File: src/rtl/z80fi_insn_packer_if.sv
// Event and retirement bundle for z80fi_insn_packer.
// master = CPU core side (drives the events), slave = the packer.
interface z80fi_insn_packer_if;
    logic        insn_start;
    logic [15:0] pc_start;
    logic        fetch_valid;
    logic [7:0]  fetch_byte;
    logic        rd_valid;
    logic [3:0]  rd_num;
    logic [15:0] rd_data;
    logic        wr_valid;
    logic [3:0]  wr_num;
    logic [15:0] wr_data;
    logic        i_wr_valid;
    logic [7:0]  i_wr_data;
    logic        insn_done;
    logic [15:0] pc_next;

    logic        z80fi_valid;
    logic [31:0] z80fi_insn;
    logic [2:0]  z80fi_insn_len;
    logic [15:0] z80fi_pc_rdata;
    logic [15:0] z80fi_pc_wdata;
    logic [3:0]  z80fi_reg1_rnum;
    logic [15:0] z80fi_reg1_rdata;
    logic [3:0]  z80fi_reg2_rnum;
    logic [15:0] z80fi_reg2_rdata;
    logic        z80fi_reg_wr;
    logic [3:0]  z80fi_reg_wnum;
    logic [15:0] z80fi_reg_wdata;
    logic        z80fi_i_wr;
    logic [7:0]  z80fi_i_wdata;
    logic        z80fi_err;

    modport master (
        output insn_start, pc_start, fetch_valid, fetch_byte,
               rd_valid, rd_num, rd_data, wr_valid, wr_num, wr_data,
               i_wr_valid, i_wr_data, insn_done, pc_next,
        input  z80fi_valid, z80fi_insn, z80fi_insn_len, z80fi_pc_rdata,
               z80fi_pc_wdata, z80fi_reg1_rnum, z80fi_reg1_rdata,
               z80fi_reg2_rnum, z80fi_reg2_rdata, z80fi_reg_wr,
               z80fi_reg_wnum, z80fi_reg_wdata, z80fi_i_wr, z80fi_i_wdata,
               z80fi_err
    );

    modport slave (
        input  insn_start, pc_start, fetch_valid, fetch_byte,
               rd_valid, rd_num, rd_data, wr_valid, wr_num, wr_data,
               i_wr_valid, i_wr_data, insn_done, pc_next,
        output z80fi_valid, z80fi_insn, z80fi_insn_len, z80fi_pc_rdata,
               z80fi_pc_wdata, z80fi_reg1_rnum, z80fi_reg1_rdata,
               z80fi_reg2_rnum, z80fi_reg2_rdata, z80fi_reg_wr,
               z80fi_reg_wnum, z80fi_reg_wdata, z80fi_i_wr, z80fi_i_wdata,
               z80fi_err
    );
endinterface

File: src/rtl/z80fi_insn_packer.sv
// Z80 formal-interface instruction packer: accumulates per-instruction
// fetch/register events and emits one retirement record per instruction.
// Optional macro Z80FI_PACKER_ERRCHK_EN enables the sticky z80fi_err flag
// (byte/read overflow, stray insn_done, restart without retirement);
// without it z80fi_err is tied to 0 and drop behaviour is identical.
module z80fi_insn_packer (
    input  logic                   clk,
    input  logic                   reset,
    z80fi_insn_packer_if.slave     bus
);
    localparam logic [0:0] IDLE    = 1'b0;
    localparam logic [0:0] COLLECT = 1'b1;

    typedef struct packed {
        logic [31:0] insn;
        logic [2:0]  len;
        logic [15:0] pc;
        logic [3:0]  r1n;
        logic [15:0] r1d;
        logic [3:0]  r2n;
        logic [15:0] r2d;
        logic        wr;
        logic [3:0]  wn;
        logic [15:0] wd;
        logic        iw;
        logic [7:0]  id;
    } acc_t;

    logic [0:0]  st_q;
    acc_t        acc_q, base, m, n, out_q;
    logic [1:0]  nrd_q, base_nrd, m_nrd;
    logic [15:0] pc_wdata_q;
    logic        valid_q;
    logic        retire, fresh, act, fetch_eff, rd_eff, restart_on_done;

    // An instruction retires only from COLLECT; a same-cycle insn_start keeps
    // the fetch for the new instruction while other events go to the old one.
    assign retire          = (st_q == COLLECT) && bus.insn_done;
    assign restart_on_done = retire && bus.insn_start;
    assign fresh           = bus.insn_start && !retire;
    assign act             = (st_q == COLLECT) || bus.insn_start;
    assign fetch_eff       = act && bus.fetch_valid && !restart_on_done;
    assign rd_eff          = act && bus.rd_valid;

    // Merge this cycle's events into the (possibly fresh) accumulator.
    always_comb begin
        base     = acc_q;
        base_nrd = nrd_q;
        if (fresh) begin
            base     = '0;
            base.pc  = bus.pc_start;
            base_nrd = 2'd0;
        end
        m     = base;
        m_nrd = base_nrd;
        if (fetch_eff && base.len != 3'd4) begin
            m.insn[{base.len[1:0], 3'b000} +: 8] = bus.fetch_byte;
            m.len = base.len + 3'd1;
        end
        if (rd_eff) begin
            if (base_nrd == 2'd0) begin
                m.r1n = bus.rd_num;
                m.r1d = bus.rd_data;
                m_nrd = 2'd1;
            end else if (base_nrd == 2'd1) begin
                m.r2n = bus.rd_num;
                m.r2d = bus.rd_data;
                m_nrd = 2'd2;
            end
        end
        if (act && bus.wr_valid) begin
            m.wr = 1'b1;
            m.wn = bus.wr_num;
            m.wd = bus.wr_data;
        end
        if (act && bus.i_wr_valid) begin
            m.iw = 1'b1;
            m.id = bus.i_wr_data;
        end
        n = m;
        if (restart_on_done) begin
            n    = '0;
            n.pc = bus.pc_start;
            if (bus.fetch_valid) begin
                n.insn[7:0] = bus.fetch_byte;
                n.len       = 3'd1;
            end
        end
    end

    // State, accumulator and registered retirement record.
    always_ff @(posedge clk) begin
        if (reset) begin
            st_q       <= IDLE;
            acc_q      <= '0;
            nrd_q      <= 2'd0;
            out_q      <= '0;
            pc_wdata_q <= 16'h0000;
            valid_q    <= 1'b0;
        end else begin
            valid_q <= retire;
            acc_q   <= n;
            nrd_q   <= restart_on_done ? 2'd0 : m_nrd;
            if (retire) begin
                out_q      <= m;
                pc_wdata_q <= bus.pc_next;
            end
            if (bus.insn_start)
                st_q <= COLLECT;
            else if (retire)
                st_q <= IDLE;
        end
    end

`ifdef Z80FI_PACKER_ERRCHK_EN
    logic err_q, err_evt;
    assign err_evt = (fetch_eff && base.len == 3'd4)
                  || (rd_eff && base_nrd == 2'd2)
                  || (bus.insn_done && st_q == IDLE)
                  || (bus.insn_start && st_q == COLLECT && !bus.insn_done);

    // Sticky protocol-error flag, cleared only by reset.
    always_ff @(posedge clk) begin
        if (reset)
            err_q <= 1'b0;
        else if (err_evt)
            err_q <= 1'b1;
    end
    assign bus.z80fi_err = err_q;
`else
    assign bus.z80fi_err = 1'b0;
`endif

    assign bus.z80fi_valid      = valid_q;
    assign bus.z80fi_insn       = out_q.insn;
    assign bus.z80fi_insn_len   = out_q.len;
    assign bus.z80fi_pc_rdata   = out_q.pc;
    assign bus.z80fi_pc_wdata   = pc_wdata_q;
    assign bus.z80fi_reg1_rnum  = out_q.r1n;
    assign bus.z80fi_reg1_rdata = out_q.r1d;
    assign bus.z80fi_reg2_rnum  = out_q.r2n;
    assign bus.z80fi_reg2_rdata = out_q.r2d;
    assign bus.z80fi_reg_wr     = out_q.wr;
    assign bus.z80fi_reg_wnum   = out_q.wn;
    assign bus.z80fi_reg_wdata  = out_q.wd;
    assign bus.z80fi_i_wr       = out_q.iw;
    assign bus.z80fi_i_wdata    = out_q.id;
endmodule

File: src/flat_wrapper.sv
// flat-port wrapper written by rule: the top's interface ports become plain ports
module z80fi_insn_packer_flat 
  (clk, reset, bus_insn_start, bus_pc_start, bus_fetch_valid, bus_fetch_byte, bus_rd_valid, bus_rd_num, bus_rd_data, bus_wr_valid, bus_wr_num, bus_wr_data, bus_i_wr_valid, bus_i_wr_data, bus_insn_done, bus_pc_next, bus_z80fi_valid, bus_z80fi_insn, bus_z80fi_insn_len, bus_z80fi_pc_rdata, bus_z80fi_pc_wdata, bus_z80fi_reg1_rnum, bus_z80fi_reg1_rdata, bus_z80fi_reg2_rnum, bus_z80fi_reg2_rdata, bus_z80fi_reg_wr, bus_z80fi_reg_wnum, bus_z80fi_reg_wdata, bus_z80fi_i_wr, bus_z80fi_i_wdata, bus_z80fi_err);
  z80fi_insn_packer_if bus_i ();
  input  logic clk;
  input  logic reset;
  input wire logic [$bits(bus_i.insn_start)-1:0] bus_insn_start;
  input wire logic [$bits(bus_i.pc_start)-1:0] bus_pc_start;
  input wire logic [$bits(bus_i.fetch_valid)-1:0] bus_fetch_valid;
  input wire logic [$bits(bus_i.fetch_byte)-1:0] bus_fetch_byte;
  input wire logic [$bits(bus_i.rd_valid)-1:0] bus_rd_valid;
  input wire logic [$bits(bus_i.rd_num)-1:0] bus_rd_num;
  input wire logic [$bits(bus_i.rd_data)-1:0] bus_rd_data;
  input wire logic [$bits(bus_i.wr_valid)-1:0] bus_wr_valid;
  input wire logic [$bits(bus_i.wr_num)-1:0] bus_wr_num;
  input wire logic [$bits(bus_i.wr_data)-1:0] bus_wr_data;
  input wire logic [$bits(bus_i.i_wr_valid)-1:0] bus_i_wr_valid;
  input wire logic [$bits(bus_i.i_wr_data)-1:0] bus_i_wr_data;
  input wire logic [$bits(bus_i.insn_done)-1:0] bus_insn_done;
  input wire logic [$bits(bus_i.pc_next)-1:0] bus_pc_next;
  output wire logic [$bits(bus_i.z80fi_valid)-1:0] bus_z80fi_valid;
  output wire logic [$bits(bus_i.z80fi_insn)-1:0] bus_z80fi_insn;
  output wire logic [$bits(bus_i.z80fi_insn_len)-1:0] bus_z80fi_insn_len;
  output wire logic [$bits(bus_i.z80fi_pc_rdata)-1:0] bus_z80fi_pc_rdata;
  output wire logic [$bits(bus_i.z80fi_pc_wdata)-1:0] bus_z80fi_pc_wdata;
  output wire logic [$bits(bus_i.z80fi_reg1_rnum)-1:0] bus_z80fi_reg1_rnum;
  output wire logic [$bits(bus_i.z80fi_reg1_rdata)-1:0] bus_z80fi_reg1_rdata;
  output wire logic [$bits(bus_i.z80fi_reg2_rnum)-1:0] bus_z80fi_reg2_rnum;
  output wire logic [$bits(bus_i.z80fi_reg2_rdata)-1:0] bus_z80fi_reg2_rdata;
  output wire logic [$bits(bus_i.z80fi_reg_wr)-1:0] bus_z80fi_reg_wr;
  output wire logic [$bits(bus_i.z80fi_reg_wnum)-1:0] bus_z80fi_reg_wnum;
  output wire logic [$bits(bus_i.z80fi_reg_wdata)-1:0] bus_z80fi_reg_wdata;
  output wire logic [$bits(bus_i.z80fi_i_wr)-1:0] bus_z80fi_i_wr;
  output wire logic [$bits(bus_i.z80fi_i_wdata)-1:0] bus_z80fi_i_wdata;
  output wire logic [$bits(bus_i.z80fi_err)-1:0] bus_z80fi_err;
  assign bus_i.insn_start = bus_insn_start;
  assign bus_i.pc_start = bus_pc_start;
  assign bus_i.fetch_valid = bus_fetch_valid;
  assign bus_i.fetch_byte = bus_fetch_byte;
  assign bus_i.rd_valid = bus_rd_valid;
  assign bus_i.rd_num = bus_rd_num;
  assign bus_i.rd_data = bus_rd_data;
  assign bus_i.wr_valid = bus_wr_valid;
  assign bus_i.wr_num = bus_wr_num;
  assign bus_i.wr_data = bus_wr_data;
  assign bus_i.i_wr_valid = bus_i_wr_valid;
  assign bus_i.i_wr_data = bus_i_wr_data;
  assign bus_i.insn_done = bus_insn_done;
  assign bus_i.pc_next = bus_pc_next;
  assign bus_z80fi_valid = bus_i.z80fi_valid;
  assign bus_z80fi_insn = bus_i.z80fi_insn;
  assign bus_z80fi_insn_len = bus_i.z80fi_insn_len;
  assign bus_z80fi_pc_rdata = bus_i.z80fi_pc_rdata;
  assign bus_z80fi_pc_wdata = bus_i.z80fi_pc_wdata;
  assign bus_z80fi_reg1_rnum = bus_i.z80fi_reg1_rnum;
  assign bus_z80fi_reg1_rdata = bus_i.z80fi_reg1_rdata;
  assign bus_z80fi_reg2_rnum = bus_i.z80fi_reg2_rnum;
  assign bus_z80fi_reg2_rdata = bus_i.z80fi_reg2_rdata;
  assign bus_z80fi_reg_wr = bus_i.z80fi_reg_wr;
  assign bus_z80fi_reg_wnum = bus_i.z80fi_reg_wnum;
  assign bus_z80fi_reg_wdata = bus_i.z80fi_reg_wdata;
  assign bus_z80fi_i_wr = bus_i.z80fi_i_wr;
  assign bus_z80fi_i_wdata = bus_i.z80fi_i_wdata;
  assign bus_z80fi_err = bus_i.z80fi_err;
  z80fi_insn_packer u_core (.clk(clk), .reset(reset), .bus(bus_i));
endmodule
File: config.mk
export PLATFORM = sky130hd
export DESIGN_NAME = z80fi_insn_packer_flat
export DESIGN_NICKNAME = d
export VERILOG_FILES = /design/src/rtl/z80fi_insn_packer_if.sv /design/src/rtl/z80fi_insn_packer.sv /design/src/flat_wrapper.sv
export SDC_FILE = /design/constraint.sdc
export NUM_CORES = 1
export LEC_CHECK = 0
export CAP_MARGIN = 5
export CORE_ASPECT_RATIO = 1.4
export CORE_MARGIN = 2
export CORE_UTILIZATION = 45
export DETAILED_ROUTE_END_ITERATION = 7
export PLACE_DENSITY_LB_ADDON = 0.3
export SLEW_MARGIN = 0
export SYNTH_ARGS = -nofsm -noshare
export SYNTH_HDL_FRONTEND = slang
export SYNTH_SLANG_ARGS = --single-unit
File: constraint.sdc
create_clock -name clk -period 2.5 [get_ports clk]
set_clock_uncertainty 0.1 [all_clocks]
set_input_delay 0.375 -clock clk [delete_from_list [all_inputs] [get_ports clk]]
set_output_delay 0.375 -clock clk [all_outputs]
set_load 0.05 [all_outputs]
==> run summary, run 1 <==
The clock transition at the registers of the reported paths is 0.06 ns. Dividing the detail-routed wire length by the instance count gives 16.19 um. The cell-internal power is 7.309 mW. After filler insertion, the fill cell instance count of the layout stands at 1876.

The initial core utilization came out at 45.57%. In this run the number of H-tree levels came out at 1. After routing the design area is ~14000 um2. The fraction of layout cells with a size suffix above 1 came out at 10.62%. After synthesis, the largest family of logic cells by area is compound AO/OA/AOI/OAI gates.

The number of rows in the core area came out at 64. The final count of negative-setup-slack endpoints is 0. The count of cells in the finished layout, fillers not included, comes to 1672.

The Yosys step of the flow raised 0 warnings. The share of synthesized cell area in and, or, nand and nor gates is 18.20%. The overall die area is 23270 um2. The sequential cell area is 5245 um2. The share of power burned in registers came out at 44.6%. The core area is 21780 um2. The multi-input logic area came out at 4317 um2. The total overflow reported by the global router came out at 0. The distinct cell type count of the synthesized netlist came out at 47.

The peak supply drop came out at 0.5641 mV. The tree is rooted in a sky130_fd_sc_hd__clkbuf_16. The detailed-route via count is just under 9k. The net count of the mapped netlist is 1221. For the worst setup path, the data required time is 2.86 ns. The number of search-and-repair iterations in the first detailed-routing pass is 7. The number of vias per cell after detailed routing came out at 5.342. The detail route stage leaves a number of antenna-violating nets equal to 0. The kind of path behind the tightest hold check is in2reg.

The largest fanout on the critical path is 8. Summing the sequential cell areas from Yosys gives 52.85% of the chip area. Subtracting the final worst setup slack from the clock period gives 2.282 ns. 0 antenna diodes ended up in the layout. Of the post-synthesis cell area, the dominant cell type holds around 53%. By startpoint and endpoint, the worst setup path is classified as in2reg. The type of element launching the critical path is an input pin.

The flow ran to the end, and the final reports show no timing, DRC or antenna violations. The final net count is about 1.5k. The number of buffers created by CTS is 25.

The quantity of I/O buffers inserted on ports is 233. The die is ~130 um wide. The TritonCTS sink count came out at approximately 260. The post-route setup TNS came out at 0 ns. The multiplexer share of the synthesized area came out at under 10%. The total of cells resized after clock tree synthesis is 0. Of the total power, the clock network draws 41.6%.

For the worst setup path, the data arrival time is 2.64 ns. Setup repair after global routing left no endpoint under its margin. The xor-xnor portion of the synthesized cell area is less than 1%. The number of antenna violations at the first check in global routing is 0. The pre-CTS worst setup slack came out at -0.2885 ns. The first global-routing pass estimated 43180 um of wire. The compound-cell area share of the yosys netlist came out at 21.67%. In the synthesized netlist, the number of instances is 1116. The worst max-slew margin expressed relative to the limit is 32.53%. By area the synthesized netlist is led by sky130_fd_sc_hd__dfxtp_1 (53%), sky130_fd_sc_hd__nand2_1 (9.4%), sky130_fd_sc_hd__a311oi_1 (6.0%).

Each instance of the synthesized netlist takes up on average 8.893 um2. The area added between synthesis and finish came out at 39.37%. At the pin with the least slew margin, the transition time is 1.012 ns. The cell accounting for the most synthesized area is sky130_fd_sc_hd__dfxtp_1. The final critical-path share of the clock period came out at ~91%. The routed design has between 20000 and 30000 um of wire.

The worst setup path is captured at a flop. The weighted congestion at the end of routability-driven global placement is 0.8346. The net switching fraction of the power is 26.27%. The maximum number of pins on one net before global-route repair came out at 85. In this run, the combinational gates consume roughly 14% of the power. The die is 179.7 um tall.

The number of pins with negative max-slew slack in the final report came out at 0. The number of global-route vias before repair was 8723. After detailed routing, the number of remaining DRC violations is 0. The worst-case setup margin in the final layout is 0.2178 ns. The detailed placement HPWL came out at 18190 um. Summed over all cells, the static leakage comes to slightly above 5 nW.

After the first detailed-routing iteration, the DRC count stood at roughly 540. Max-cap violations in this run came to 0. The TritonCTS clock tree is done. The count of final hold-check violations is 0.

The deepest clock path buffer count came out at 3. The analysis attributes to net switching a power of 2.605 mW. Buffers added to address setup during post-CTS repair amount to 0. During I/O placement, the number of pins put on the boundary was 235. The placed instance count is 1626. Global routing used between 20 and 25% of the available tracks.

The total of flip-flops plus latches after synthesis is 262. The later pin in the worst-skew pair is clocked with a latency of 0.51 ns. The highest attainable clock frequency came out at approximately 440 MHz.

The placement-stage cell area came out at roughly 13000 um2. The share of synthesized cell area in full adder, half adder and majority cells is 1.135%. The power density over the cells came out at 716.7 nW/um2. Summing every instance area after synthesis gives 9925 um2.
logic make-up after synthesis:
logic type / count (synthesis)
AND/OR/NAND/NOR: 430
AO/OA/AOI/OAI: 294
other: 1
buffers and inverters: 101
multiplexers: 17
XOR/XNOR: 2
flip-flops: 262
adder cells (fa/ha/maj): 9
worst max-delay path, cell delays in order:
cell and delay [ns]:
sky130_fd_sc_hd__clkdlybuf4s50_1 0.51, sky130_fd_sc_hd__a21bo_4 0.18, sky130_fd_sc_hd__nand2_4 0.07, sky130_fd_sc_hd__ha_4 0.24, sky130_fd_sc_hd__buf_4 0.14, sky130_fd_sc_hd__or4b_4 0.57, sky130_fd_sc_hd__nor3_4 0.32, sky130_fd_sc_hd__a221o_1 0.22
through the flow:
stage          hold WS, ns  power, mW  util (%)
3_3_place_gp        0.3357      5.859     59.35
3_5_place_dp        0.3414      5.879     59.35
4_1_cts             0.2890      9.976     63.51
6_report            0.3051      9.913     63.51
5_1_grt             0.2992      10.25     63.51
2_1_floorplan       0.3313      5.319         -
metal layers:
metal	up-vias	part of all wire, %	GRT usage [%]
met1	4246	41	26.29
met4	0	3.5	8.731
met3	59	4.6	3.363
met2	233	51	40.63
met5	-	0	0
li1	4393	-	-
cells in the mapped netlist (all sizes together):
cell,count
dfxtp,262
nand2,249
nor2,117
a21oi,91
a311oi,68
a22o,60
clkbuf,53
buf,41
nand3,31
o21ai,23
a211oi,19
mux2i,17
and2,10
a21o,9
ha,9
a221o,8
nor3,8
inv,7
a31oi,6
nor4,4
o21a,3
a21bo,2
nand3b,2
o31a,2
or4,2
xnor2,2
a21boi,1
a32oi,1
and3,1
conb,1
nand2b,1
nand4b,1
o31ai,1
or2,1
or3,1
or3b,1
or4b,1
area by class of cell:
type                            count  area share, %
Clock inverter                     17          1.646
Multi-Input combinational cell    753          31.21
Clock buffer                       28          4.821
Timing Repair Buffer              308          21.53
Sequential cell                   262          37.92
Inverter                            7         0.1900
Tap cell                          297          2.687
worst paths after layout:
check	start	end	slack (ns)	cells past startpoint
max	bus_insn_done	u_core.bus.z80fi_insn[3]$_SDFFE_PP0P_	0.22	8
min	bus_pc_next[10]	u_core.bus.z80fi_pc_wdata[10]$_SDFFE_PP0P_	0.31	3
max reg2reg	u_core.st_q$_SDFFE_PP0P_	u_core.bus.z80fi_insn[3]$_SDFFE_PP0P_	0.24	7
min reg2reg	flop	u_core.bus.z80fi_pc_rdata[12]$_SDFFE_PP0P_	0.35	2
cell usage in the layout, fill, tap and decap left out, drive strengths merged, types with 3 or more instances in the layout:
cell           count
inv               10
a311oi            68
a221o              8
buf               76
o21ai             23
a211oi            19
ha                 9
clkdlybuf4s50    231
clkbuf            28
clkinv             8
nor4               4
o21a               3
a21oi             91
a21o               9
bufinv             5
nor3               8
and2              10
nand2            249
nand3             31
mux2i             17
a31oi              6
dfxtp            262
nor2             117
a22o              60
sequential cells by signal, summed over array words and instances (netlist names), 2 cells and up, named ones only:
register	cells
u_core.bus.z80fi_reg2_rdata	16
u_core.bus.z80fi_pc_rdata	16
u_core.acc_q	105
u_core.nrd_q	2
u_core.bus.z80fi_reg1_rdata	16
u_core.bus.z80fi_reg1_rnum	4
u_core.bus.z80fi_reg_wnum	4
u_core.bus.z80fi_insn_len	3
u_core.bus.z80fi_insn	32
u_core.bus.z80fi_reg_wdata	16
u_core.bus.z80fi_pc_wdata	16
u_core.bus.z80fi_i_wdata	8
u_core.bus.z80fi_reg2_rnum	4
power groups by stage:
stage / logic, mW / registers (mW) / clock network, mW
CTS: 1.37 / 4.42 / 4.18
floorplan: 0.481 / 4.84 / 0
global route: 1.46 / 4.44 / 4.36
detailed placement: 1.36 / 4.52 / 0
finish: 1.37 / 4.42 / 4.13
global placement: 1.35 / 4.51 / 0
repair_timing:
item / CTS / global route
hold buffers: 1 / 0
endpoints found under the setup margin: 0 / 0
endpoints found under the hold margin: 1 / 0
No activity file was read; power rests on OpenSTA's default activity.
==> run 2: changes to the inputs <==
--- a/config.mk
+++ b/config.mk
@@ -6,7 +6,7 @@
 export NUM_CORES = 1
 export LEC_CHECK = 0
 export CAP_MARGIN = 5
-export CORE_ASPECT_RATIO = 1.4
+export CORE_ASPECT_RATIO = 1.25
 export CORE_MARGIN = 2
 export CORE_UTILIZATION = 45
 export DETAILED_ROUTE_END_ITERATION = 7
==> run 2 against run 1 <==
Clock-buffer cell count increased by 8. Cell count decreased by 2.3%. Flip-flop and latch count unchanged. Non-clock buffer count decreased by 19. First-iteration DRC count increased by 12%. Wire length decreased by 1.6%. Combinational power about the same. Via count decreased by 1.2%. Largest cell class unchanged.
==> run summary, run 2 (synthesized netlist as in run 1, its figures left out) <==
The root buffer cell is sky130_fd_sc_hd__clkbuf_16. Setup repair after global routing left no endpoint under its margin. The final net count is 1443. After clock tree synthesis, the clock-pin slew on the worst setup and hold paths is 0.07 ns.

Leaving out fill and tap cells, the most frequent cell in the layout is sky130_fd_sc_hd__dfxtp_1. The register with the most flip-flops in the layout has ~110 of them. Data arrives at the worst endpoint at 2.63 ns. The average detailed-routed wire length per instance came out at 16.31 um. In this run the count of I/O pins placed on the die edge is 235. The flop-to-flop setup slack came out at roughly 0.22 ns. The origin of the worst setup path is bus_insn_done. The setup fix buffers added after clock tree synthesis came out at 0. The multi-input logic area is 4309 um2. The number of antenna violations at the first check in global routing came out at 3. From bottom edge to top edge, the die measures 170.0 um.

The number of vias per cell after detailed routing is 5.402. The finished cells cover 13490 um2. STA classifies the critical path endpoint as a flop.

The deepest clock path buffer count is 3. The worst setup path is launched from an input pin. The net load switching power is 2.454 mW. The detailed router finished its first iteration with 605 violations. The detailed-route via count came out at just under 9k. The actual slew at the worst max-slew pin is between 0.7 and 0.8 ns.

Among all stages on the critical path, the largest delay is contributed by sky130_fd_sc_hd__clkdlybuf4s50_1. The number of buffers and inverters on the critical path is 2. The number of global-route vias before repair was 8339. The combinational power share came out at 14.5%. The maximum number of pins on one net before global-route repair came out at 87. The pre-CTS worst setup slack came out at -0.2578 ns. The DRC violation count after routing came out at 0. The TritonCTS sink count is 262. The count of antenna-violating nets left after detailed routing is 0. Of the available clock period, the critical path in the final layout requires slightly above 90%. The first-pass GRT wire length is 41640 um.

The H-tree level count came out at 1. The portion of total power attributed to the clock network is 37.6%. The number of buffers created by CTS is 25. The largest incremental delay on the critical path is 0.50 ns. The weighted congestion at the end of routability-driven global placement came out at 0.8522. The fraction of layout cells with a size suffix above 1 came out at 8.574%.

The overall fraction of global-route tracks in use is 21.92%. More flip-flops sit in one register than any other, and that register is u_core.acc_q. The library cells used most frequently in the layout, excluding fill and tap cells, are sky130_fd_sc_hd__dfxtp_1 (262), sky130_fd_sc_hd__nand2_1 (246), sky130_fd_sc_hd__clkdlybuf4s50_1 (231). The die covers 23270 um2. The origin of the critical flop-to-flop path is u_core.st_q$_SDFFE_PP0P_. The peak supply drop came out at a little over 0.5 mV. The aggregate routed wire length came out at 26640 um.

The quantity of I/O buffers inserted on ports came out at 233. The number of maximum-capacitance constraint violations came out at 0. The count of final hold-check violations came out at 0.

The internal portion of the total power is 6.797 mW. After floorplanning, the core was divided into 60 placement rows. The share of power burned in registers is between 40 and 50%. The cell count of the worst reg-to-reg path is 8. The number of inserted filler cells in the final layout came out at 1876. The first TritonRoute pass finished after 5 iterations. The required time at the worst-slack endpoint is 2.81 ns. The worst hold path belongs to the class in2reg.

The sequential cell area came out at around 5200 um2. Summed over all cells, the static leakage comes to 4.898 nW. The TritonCTS clock tree is done. The horizontal extent of the die came out at around 140 um.

Headroom to the max-slew limit came out at 49.04%. Of the total power, the share spent switching nets is 26.52%. The placement-stage cell area came out at approximately 13000 um2. The number of pins with negative max-slew slack in the final report is 0. Global routing finished with a remaining overflow of 0.

The total of cells resized after clock tree synthesis is 0. In this design, the largest share of critical-path delay is due to simple AND/OR/NAND/NOR gates. The final cell utilization of the core came out at about 62%. The initial core utilization came out at 45.90%. The source-to-sink clock delay at the later pin of the worst-skew pair is 0.51 ns.

By startpoint and endpoint, the worst setup path is classified as in2reg. The area added between synthesis and finish is 35.97%. The flow ran to the end, and the final reports show no timing, DRC or antenna violations. The detailed placement HPWL came out at 18010 um. The largest fanout on the critical path is 8. The clock period minus worst slack came out at 2.317 ns. The end point of the critical path is u_core.bus.z80fi_insn[13]$_SDFFE_PP0P_.

Setup violations remaining at the end of the flow were counted as 0. The overall power of the completed layout is 9.251 mW. The core area is 21620 um2. Based on the critical path, the design can be clocked at up to 431.5 MHz. The worst-case setup margin in the final layout is 0.1826 ns. The power density over the cells is 685.5 nW/um2. The number of hold buffers added after cts came out at 0. The signal on the critical path passes through clkdlybuf4s50_1 -> a21bo_4 -> nand2_4 -> ha_4 -> or3b_4 -> nor4_4 -> buf_4 -> nand2_1 -> a211oi_1. In this run the critical register-to-register path is captured at u_core.bus.z80fi_insn[13]$_SDFFE_PP0P_. The critical path runs through a total of 9 cells.
-- run 2: cell types whose count changed in the layout (fill, tap and decap cells not counted), moves of 2 or more --
cell,previous run,this run
sky130_fd_sc_hd__inv_6,3,0
sky130_fd_sc_hd__a21oi_1,88,90
sky130_fd_sc_hd__a21oi_2,3,1
sky130_fd_sc_hd__clkbuf_1,0,7
sky130_fd_sc_hd__buf_4,68,51
sky130_fd_sc_hd__bufinv_16,5,0
sky130_fd_sc_hd__clkinv_2,7,5
sky130_fd_sc_hd__diode_2,0,2
-- run 2: per-layer routing --
layer / routed length (um) / track usage [%] / vias up
met5: 13 / 0 / -
met4: 782 / 8.561 / 2
met3: 1776 / 4.766 / 53
met2: 13220 / 37.78 / 268
met1: 10850 / 26.48 / 4148
li1: - / - / 4356
-- run 2: cell type report --
| class | instances | area share, % |
|---|---|---|
| multi-input cells | 753 | 31.93 |
| inverters | 7 | 0.1947 |
| clock buffers | 36 | 5.239 |
| flip-flops and latches | 262 | 38.87 |
| repair buffers | 289 | 20.90 |
| diodes | 2 | 0.03709 |
| well taps | 279 | 2.587 |
| clock inverters | 6 | 0.2411 |
-- run 2: metrics by stage --
stage | cells | TNS [ns] | hold WS [ns]
finish | 1634 | 0 | 0.1406
global placement | 1590 | -11.94 | 0.3386
global route | 1633 | 0 | 0.1824
CTS | 1632 | 0 | 0.1215
floorplan | 1116 | 0 | 0.3313
detailed placement | 1590 | -16.62 | 0.3452
-- run 2: worst min-delay path by stage --
stage                from                                          to  slack [ns]  cells past startpoint
global route        reset                                        flop        0.18                      2
detailed placement   flop  u_core.bus.z80fi_pc_rdata[14]$_SDFFE_PP0P_        0.35                      2
floorplan            flop   u_core.bus.z80fi_pc_rdata[0]$_SDFFE_PP0P_        0.33                      2
finish              reset                                        flop        0.14                      2
global placement     flop   u_core.bus.z80fi_pc_rdata[5]$_SDFFE_PP0P_        0.34                      2
CTS                 reset                                        flop        0.12                      2
-- run 2: power by group through the flow --
stage	Sequential [mW]	Combinational [mW]	Clock (mW)
3_5_place_dp	4.52	1.35	0
3_3_place_gp	4.51	1.33	0
4_1_cts	4.42	1.35	3.56
5_1_grt	4.44	1.44	3.71
2_1_floorplan	4.84	0.481	0
6_report	4.42	1.34	3.48
==> run 3: changes to the inputs <==
--- a/config.mk
+++ b/config.mk
@@ -6,7 +6,7 @@
 export NUM_CORES = 1
 export LEC_CHECK = 0
 export CAP_MARGIN = 5
-export CORE_ASPECT_RATIO = 1.25
+export CORE_ASPECT_RATIO = 1.1
 export CORE_MARGIN = 2
 export CORE_UTILIZATION = 45
 export DETAILED_ROUTE_END_ITERATION = 7
==> run 3 against run 2 <==
Wire length rose by 0.68%. Via count rose by 1.1%. Cell count rose by 2.3%. Utilization rose by 1.8 points. Global-route usage rose by 0.39 points.
==> run summary, run 3 (synthesized netlist as in run 1, its figures left out) <==
The count of final hold-check violations came out at 0. Buffers inserted to repair hold after CTS numbered 0. The number of vias per cell after detailed routing is approximately 5.3. The cell count of the worst reg-to-reg path is 7. For this design, the slowest cell found on the critical path is sky130_fd_sc_hd__or4_1. The first detailed-routing pass ran for 4 iterations. The signal on the critical path passes through clkdlybuf4s50_1 -> a21bo_4 -> nand2_4 -> ha_2 -> a21bo_4 -> or4_1 -> o21ai_0 -> a211oi_1. The worst reg2reg path endpoint is u_core.bus.z80fi_insn[21]$_SDFFE_PP0P_. The largest incremental delay on the critical path is between 0.6 and 0.7 ns. The routed design could run at a clock period as short as 2.237 ns. The pre-CTS worst setup slack is -0.2519 ns. The quantity of I/O buffers inserted on ports is approximately 230. The placement-stage cell area came out at 12930 um2.

The TritonCTS sink count is around 260. The number of global-route vias before repair was 8686. The number of ports placed on the die boundary came out at 235. The number of pins with negative max-slew slack in the final report is 0. The required time at the worst-slack endpoint is around 2.8 ns. The overall fraction of global-route tracks in use came out at approximately 22%. The actual slew at the worst max-slew pin is 1.039 ns. Along the worst hold path, the cell count comes to 2. TritonCTS built the clock tree.

The number of buffers created by CTS is 27. The flop-to-flop setup slack is 0.27 ns. The run finished with clean final reports. The horizontal extent of the die is 145.6 um.

The first-pass GRT wire length is 43920 um. The largest fanout on the critical path came out at 8. In this run the most critical hold path is launched from reset. The total of cells resized after clock tree synthesis came out at 0.

Setup repair after global routing left no endpoint under its margin. The floorplan has 56 rows. The worst path meets setup with 0.2630 ns of slack. The worst max-slew margin expressed relative to the limit came out at 30.48%. The detailed placement HPWL is 17950 um. The DRC violation count after routing came out at 0. The count of non-filler cells in the finished layout came out at 1671. The final hold slack is 0.07709 ns. Entering global routing, the biggest net connects 113 pins.

The final layout contains 1466 nets. The count of antenna-violating nets left after detailed routing came out at 0. The later pin in the worst-skew pair is clocked with a latency of 0.53 ns. In this run the critical register-to-register path is launched from u_core.st_q$_SDFFE_PP0P_.

Once the floorplan was initialized, standard cells occupied between 40% and 50% of the core. The placed instance count came out at 1622. Global routing finished with a remaining overflow of 0.

The most frequent cell on the critical path is sky130_fd_sc_hd__a21bo_4. For hold timing, the worst endpoint is u_core.bus.z80fi_pc_rdata[14]$_SDFFE_PP0P_. The H-tree level count came out at 1. The power density over the cells came out at 704.6 nW/um2.

The die covers 23260 um2. The met1 layer usage reported by global route came out at 28.57%. The detailed-route via count came out at 8926. The setup fix buffers added after clock tree synthesis is 0.

The highest attainable clock frequency came out at 447.0 MHz. For met3 alone, demand over resource in global routing was roughly 6.5%. The worst setup path is launched from an input pin.

The register with the most flip-flops is u_core.acc_q. The origin of the worst setup path is bus_insn_done. For the final routed database, the setup TNS stands at 0 ns. The data arrival time at the worst-slack endpoint came out at 2.54 ns. Setup violations remaining at the end of the flow were counted as 0. The peak supply drop is a little under 0.6 mV. The area added between synthesis and finish came out at 39.09%. The kind of path behind the tightest hold check is in2reg.

The number of antenna violations at the first check in global routing is 0. The number of antenna repair diodes is 0. The aggregate routed wire length is ~27000 um.

Across the run, the number of max-cap violations was 0. CTS placed an instance of sky130_fd_sc_hd__clkbuf_16 at the clock tree root. The worst setup path is of the in2reg kind. The library cell used most frequently in the layout, excluding fill and tap cells, is sky130_fd_sc_hd__dfxtp_1.

The final instance area came out at 13800 um2. The vertical die dimension is 159.8 um. Of the available clock period, the critical path in the final layout requires 89.48%. The library cells used most frequently in the layout, excluding fill and tap cells, are sky130_fd_sc_hd__dfxtp_1 (262), sky130_fd_sc_hd__nand2_1 (246), sky130_fd_sc_hd__clkdlybuf4s50_1 (231). The deepest clock path buffer count came out at 3. Global routing consumed, on the met2 layer, 36.45% of the routing resources.

The core area came out at about 22000 um2. The number of flip-flops in the largest register came out at 105. In this run, the number of DRC markers left after iteration 0 of detailed routing was approximately 510. The post-route netlist has between 10% and 20% of its cells at a drive strength greater than 1.

The global routing stage identified its most utilized layer as met2. Clock-pin slew was measured on the worst setup and hold paths at 0.06 ns. The total leakage power is 5.056 nW. The average detailed-routed wire length per instance is 16.05 um. STA classifies the critical path endpoint as a flop. The weighted congestion at the end of routability-driven global placement came out at 0.8560.
run 3: final cells by class:
class	instances	area, um2
well taps	290	362.8
fillers	1771	7706
inverters	7	26.28
clock inverters	10	110.1
repair buffers	310	2990
flip-flops and latches	262	5245
clock buffers	39	760.7
multi-input cells	753	4309
run 3: per-stage QoR:
step | utilization [%] | total power [mW]
2_1_floorplan | - | 5.319
3_3_place_gp | 60.13 | 5.853
3_5_place_dp | 60.13 | 5.872
4_1_cts | 64.18 | 9.805
5_1_grt | 64.18 | 10.08
6_report | 64.18 | 9.726
run 3: worst max path at each step:
stage | to | slack, ns | depth (start not counted)
floorplan | u_core.bus.z80fi_insn[10]$_SDFFE_PP0P_ | 0.008 | 9
detailed placement | u_core.bus.z80fi_insn[10]$_SDFFE_PP0P_ | -0.25 | 9
global route | u_core.bus.z80fi_insn[10]$_SDFFE_PP0P_ | 0.12 | 8
global placement | u_core.bus.z80fi_insn[12]$_SDFFE_PP0P_ | -0.20 | 9
CTS | bus_z80fi_insn_len[1] | 0.27 | 1
finish | u_core.bus.z80fi_insn[21]$_SDFFE_PP0P_ | 0.26 | 8
run 3: layer usage:
layer,vias up,part of all wire (%)
met2,266,47
li1,4412,-
met5,-,0
met1,4197,43
met4,0,2.6
met3,51,7.8
run 3: worst max-delay path, delay by kind of cell:
| kind | cells | cell delay [ns] |
|---|---|---|
| fa+ha+maj | 1 | 0.22 |
| simple gates | 2 | 0.71 |
| compound gates | 4 | 0.72 |
| buf+inv | 1 | 0.51 |
run 3: report_power, final:
group          total (mW)  internal (mW)  switching (mW)
sequential           4.43           4.34          0.0881
clock                3.94           2.32            1.62
combinational        1.36          0.518           0.838
total                9.73           7.18            2.55
